--- config.mk ---
export PLATFORM = sky130hd
export DESIGN_NAME = piso_shift_tx
export DESIGN_NICKNAME = d
export VERILOG_FILES = /design/src/rtl/piso_pkg.sv /design/src/rtl/piso_shift_tx.sv
export SDC_FILE = /design/constraint.sdc
export NUM_CORES = 1
export LEC_CHECK = 0
export CAP_MARGIN = 20
export CELL_PAD_IN_SITES_DETAIL_PLACEMENT = 0
export CELL_PAD_IN_SITES_GLOBAL_PLACEMENT = 1
export CORE_ASPECT_RATIO = 1.25
export CORE_UTILIZATION = 30
export DETAILED_ROUTE_END_ITERATION = 16
export PLACE_DENSITY_LB_ADDON = 0.05
export SYNTH_ARGS = -nofsm -noshare
export SYNTH_HDL_FRONTEND = slang
export SYNTH_SLANG_ARGS = --single-unit
--- constraint.sdc ---
create_clock -name clk_50 -period 1.13 [get_ports clk_50]
set_clock_uncertainty 0.05 [all_clocks]
set_input_delay 0.1695 -clock clk_50 [delete_from_list [all_inputs] [get_ports clk_50]]
set_output_delay 0.1695 -clock clk_50 [all_outputs]
set_load 0.05 [all_outputs]
--- src/rtl/piso_pkg.sv ---
// Shared types for the parallel-in/serial-out transmitter.
// The optional PISO_BACK2BACK_EN build macro is consumed by piso_shift_tx.
package piso_pkg;
    localparam int DEFAULT_DATA_W = 8;

    typedef enum logic [1:0] {
        IDLE  = 2'd0,
        SHIFT = 2'd1,
        DONE  = 2'd2
    } tx_state_t;
endpackage

--- src/rtl/piso_shift_tx.sv ---
// LSB-first parallel-in/serial-out transmitter with a valid/ready load port.
// Define PISO_BACK2BACK_EN to allow a reload in the last bit cycle (gapless frames).
module piso_shift_tx
    import piso_pkg::*;
#(
    parameter int DATA_W = DEFAULT_DATA_W
) (
    input  logic              clk_50,
    input  logic              reset,
    input  logic              load_valid,
    input  logic [DATA_W-1:0] load_data,
    output logic              load_ready,
    output logic              serial_data,
    output logic              data_ena,
    output logic              frame_done
);
    localparam int CNT_W = $clog2(DATA_W);
    localparam logic [CNT_W-1:0] LAST = CNT_W'(DATA_W - 1);

    tx_state_t         state;
    logic [DATA_W-1:0] shreg;
    logic [CNT_W-1:0]  bit_cnt;
    logic              last_bit;
    logic              accept;

    assign last_bit = (state == SHIFT) && (bit_cnt == LAST);

`ifdef PISO_BACK2BACK_EN
    assign load_ready = (state == IDLE) || last_bit;
`else
    assign load_ready = (state == IDLE);
`endif

    assign accept      = load_valid && load_ready;
    assign data_ena    = (state == SHIFT);
    assign serial_data = (state == SHIFT) && shreg[0];

    always_ff @(posedge clk_50 or posedge reset) begin
        if (reset) begin
            state      <= IDLE;
            shreg      <= '0;
            bit_cnt    <= '0;
            frame_done <= 1'b0;
        end else begin
            frame_done <= last_bit;
            case (state)
                IDLE: begin
                    if (accept) begin
                        shreg   <= load_data;
                        bit_cnt <= '0;
                        state   <= SHIFT;
                    end
                end
                SHIFT: begin
                    if (last_bit) begin
                        // Counter is cleared explicitly so non-power-of-two widths wrap correctly
                        bit_cnt <= '0;
                        shreg   <= shreg >> 1;
`ifdef PISO_BACK2BACK_EN
                        if (accept) begin
                            shreg <= load_data;
                            state <= SHIFT;
                        end else begin
                            state <= IDLE;
                        end
`else
                        state <= DONE;
`endif
                    end else begin
                        shreg   <= shreg >> 1;
                        bit_cnt <= bit_cnt + CNT_W'(1);
                    end
                end
                DONE:    state <= IDLE;
                default: state <= IDLE;
            endcase
        end
    end
endmodule

# After elaboration in Yosys (flattened, before gate mapping)

Cells that the tools add are included.

Multiplexer cells: 8
Add/sub/neg operators: 1
Eq/ne operators: 4
Reductions and logical operators: 7

Operator list:

| operator                                                         | count |
|---|---|
| 8-bit one-hot mux with 2 select lines                            | 1 |
| 8-bit two-way mux                                                | 1 |
| 3-bit two-way mux                                                | 2 |
| 3-bit one-hot mux with 2 select lines                            | 1 |
| 2-bit two-way mux                                                | 2 |
| 2-bit by 1-bit != test with 1-bit output (second input constant) | 2 |
| 2-bit one-hot mux with 2 select lines                            | 1 |
| 2-bit AND reduction                                              | 2 |
| 3-bit by 1-bit adder with 3-bit output (second input constant)   | 1 |
| 3-bit == test (second input constant)                            | 1 |
| 1-bit logical AND                                                | 3 |
| 2-bit by 1-bit == test with 1-bit output (second input constant) | 1 |
| 2-bit logical NOT                                                | 1 |
| 2-bit nonzero test                                               | 1 |

Input bits: 11
Output and inout bits: 4
Bits in registers: 14

# Longest topological paths before layout

Word-level depth: 4
Gate-level depth with buffers: 4
Mapped depth without buffers: 4

# Worst setup path before layout

OpenSTA, ideal clock, no wires.

Kind: register -> output
Start point: reg state[1]
End point: out serial_data
Slack: -0.597 ns
Path buffers: 1
Arrival time: 1.508 ns
Stages on the path, launching flop included: 4
Path through: dfrtp_1 -> buf_6 -> nor2b_2 -> and2_1

Cells in the longest elaborated chain, start to end: 2

RTL lines:

| element                                  | RTL line            | RTL |
|---|---|---|
| start, declared                          | piso_shift_tx.sv:20 | `tx_state_t state;` |
| start signal, assigned                   | piso_shift_tx.sv:40 | `state <= IDLE;` |
| start signal, assigned                   | piso_shift_tx.sv:51 | `state <= SHIFT;` |
| start signal, assigned                   | piso_shift_tx.sv:67 | `state <= DONE;` |
| 2-bit by 1-bit == test with 1-bit output | n/a                 |  |
| net data_ena                             | piso_shift_tx.sv:14 | `output logic data_ena,` |
| 1-bit logical AND                        | piso_shift_tx.sv:36 | `assign serial_data = (state == SHIFT) && shreg[0];` |
| end, declared                            | piso_shift_tx.sv:13 | `output logic serial_data,` |

The timed path passes the listed nets, and every way through them passes these cells.

# Worst setup path after layout

Start point: reg state[1]
End point: out serial_data

Cells in the longest elaborated chain, start to end: 2

RTL lines:

| element                                  | RTL line |
|---|---|
| 2-bit by 1-bit == test with 1-bit output | piso_shift_tx.sv:36 |
| 1-bit logical AND                        | piso_shift_tx.sv:36 |

Every way passes these cells.

==> flow_results.org <==
** Placement
- After legalization and detailed placement, the total HPWL measured 1187 µm.
- At the placement stage, the worst setup path has a slack of -0.2914 ns.
- The congestion estimate from routability-driven global placement came to 0.6934.
- Placed Area :: 1101 µm²
- Port buffering added 14 buffers.

** Logic synthesis
- The share of the Yosys chip area taken by registers is 44.16%.
- Synth area leaders :: dfrtp_1 44%, a221oi_2 11%, nor3b_2 9.5%, inv_1 4.3%, ha_1 3.2%
- The synthesized netlist occupies a cell area of 793.3 µm².
- Most common flop cell mapped by yosys :: dfrtp_1
- During synthesis, Yosys emitted a total of 0 warnings.
- Number of synthesized flops with an enable pin :: 0
- Async set or reset register ratio after synthesis :: 100.0%
- Post-Synthesis Mean Instance Area :: 12.39 µm²
- Syn Inst Count :: 64
- Unique cell type count in the Yosys netlist :: 22
- Most numerous cell in the Yosys netlist :: dfrtp_1
- #FFs+latches synth :: 14
- Counting every net in the synthesized netlist gives 77.
- Ranking of synthesized cells by instance count :: 14 x dfrtp_1, 9 x inv_1, 6 x a221oi_2, 6 x nor3b_2, 5 x nor2_1
- Yosys top cell area share :: 44.16%
- The biggest area contributor in the post-synthesis netlist is dfrtp_1.

** Clocking
- The later pin in the worst-skew pair is clocked with a latency of 0.28 ns.
- Maximum clock path buffer count :: 2
- The tree is rooted in a clkbuf_4.
- The clock drives 14 sinks.
- After clock tree synthesis, the clock-pin slew on the worst setup and hold paths is 0.09 ns.
- TritonCTS built the clock tree.
- H-tree depth :: 1
- Number of clock buffers inserted by TritonCTS :: 3

** Setup path
- Startpoint Class :: flip-flop
- The critical path goes through nor2b_4 -> and2_4 -> buf_12.
- Data arrives at the worst endpoint at 1.16 ns.
- The critical path is of the reg -> out type.
- Together, buffers and inverters on the worst path number 1.
- Critical path's largest stage delay :: 0.45 ns
- For the worst setup path, the data required time is 0.91 ns.
- Endpoint type of the worst setup path :: output pin
- The slowest stage of the critical path is the dfrtp_2 cell.
- Broken down by cell family, the worst path's largest delay share belongs to flip-flops.
- In this run the worst path has a maximum fanout of 4.

** Timing
- The number of failing hold endpoints at the final stage was 0.
- Total count of max-transition violations in the final report :: 0
- Headroom to the max-slew limit :: 82.78%
- Derived from the worst setup path, the maximum achievable clock frequency is 726.8 MHz.
- Worst Max-Slew Pin Slew :: 0.2575 ns
- Setup repair after global routing missed its margin :: true
- Clock period minus worst slack :: 1.376 ns
- Total setup violations reported at the end of the flow :: 17
- Once routing completed, OpenROAD measured the worst setup slack at -0.2459 ns.
- Dividing the final minimum period by the clock period gives 121.8%.

** Power
- For this design the ratio of total power to cell area is 2667 nW/µm².
- For this design the static power due to leakage is 0.5940 nW.
- Peak ir drop on the vdd network :: 1826 µV

** Die
- From left edge to right edge, the die measures 48.00 µm.
- The floorplan step defined a core boundary enclosing 2477 µm².
- Once the floorplan was initialized, standard cells occupied 32.02% of the core.
- I/O pin cnt :: 15
- The die covers 2855 µm².
- Height of the die :: 59.49 µm
- Number of placement rows :: 20

** Outcome
- The run finished, with violations left.
- Violations in the final reports :: setup timing

** Route
- After the first detailed-routing iteration, the DRC count stood at 2.
- DRC violations left :: 0
- After detailed routing, the total wire length is 1758 µm.
- Total vias in the final route :: 609
- Per-cell routed wire length :: 13.22 µm
- The pre-antenna-repair detailed-routing pass consisted of 4 iterations.
- The detail route stage leaves a number of antenna-violating nets equal to 0.
- Dividing the detail-routed via count by the number of cells gives 4.579.

** Global route
- For this run, the total global-route usage over all layers was measured as 14.64%.
- The first global-routing pass estimated 2891 µm of wire.
- The number of global-route vias before repair is 626.
- Gr ovfl total :: 0
- Largest net degree at the start of global routing :: 15
- The initial antenna violation count was 0.

** Cells and area
- The area growth from synthesis to layout is 62.78%.
- 0 antenna diodes ended up in the layout.
- The finished cells cover 1291 µm².
- Cells fill 52.12% of the core in the end.
- The post-route netlist has 54.00% of its cells at a drive strength greater than 1.
- At the end of the flow, the number of nets in the layout was 114.
- Counting the fill cells in the layout gives 220.

** Flow run
- Total of max-cap violations :: 0

** Worst hold path
- Hold WC Path Type :: in -> async
==> stage by stage <==
| stage | total power [mW] | hold WS (ns) | cells | TNS, ns |
|---|---|---|---|---|
| after detailed placement | 2.661 | 0.4401 | 118 | -3.174 |
| after global routing | 3.686 | 0.1362 | 133 | -2.377 |
| final | 3.444 | 0.1265 | 133 | -1.585 |
| after global placement | 2.641 | 0.4352 | 118 | -3.052 |
| after CTS | 3.319 | 0.1329 | 129 | -1.542 |
| after floorplan | 2.024 | 0.008719 | 64 | -0.5222 |
==> layout by cell type, fill, tap and decap left out, types with 4 or more instances in the layout <==
master / count
inv_1: 9
buf_12: 5
dfrtp_1: 13
nor2_1: 5
nor3b_4: 4
buf_4: 12
a221oi_2: 6
buf_6: 8
clkdlybuf4s50_1: 10
==> power breakdown <==
part	switching, mW	internal (mW)
combinational	0.897	1.29
clock	0.172	0.196
sequential	0.171	0.716
==> per-layer routing <==
layer | vias to the layer above | part of all wire (%) | global-route usage [%]
met5 | - | 0 | 0
met4 | 0 | 0.91 | 5.952
met3 | 2 | 3.2 | 1.829
met2 | 10 | 52 | 23.55
met1 | 298 | 44 | 19.25
li1 | 299 | - | -
==> repair_timing <==
item                       CTS  global route
resized for setup           13             5
hold buffers                 0             0
setup endpoints to repair   16            17
pin swaps                   12             6
setup buffers                7             5
==> cell type report <==
class,count,area [µm²],area share (%)
clock buffer,4,36.28,2.810
inverter,9,33.78,2.616
multi-input combinational,38,447.9,34.69
sequential,14,351.6,27.23
tap,33,41.29,3.198
timing repair buffer,35,380.4,29.46
==> flip-flops by register name, indices dropped and copies added (netlist names) <==
| signal | flops |
|---|---|
| shreg | 8 |
| bit_cnt | 3 |
| state | 2 |
| frame_done | 1 |
==> logic make-up after synthesis <==
group / share of synthesized area (%)
fa+ha+maj: 3.154
simple gates: 23.97
mux: 1.419
buf+inv: 7.728
compound gates: 19.56
flops: 44.16
==> worst min-delay path, stage by stage <==
cell and delay (ns):
clkdlybuf4s50_1 0.39, inv_1 0.05, buf_4 0.21
==> final timing paths <==
path                       slack (ns)                    from                     end  depth (start not counted)
setup reg to reg                -0.15  bit_cnt[1]$_DFFE_PP0P_  bit_cnt[0]$_DFFE_PP0P_                          4
max in group asynchronous        0.71                   reset    state[1]$_DFFE_PP0P_                          3
min in group clk_50              0.46            load_data[1]    shreg[1]$_DFFE_PP0P_                          3
setup / recovery                -0.25    state[1]$_DFFE_PP0P_             serial_data                          3
hold reg to reg                  0.47    shreg[7]$_DFFE_PP0P_    shreg[7]$_DFFE_PP0P_                          2
hold / removal                   0.13                   reset  bit_cnt[1]$_DFFE_PP0P_                          3
Power figures use the tool's default switching activity.
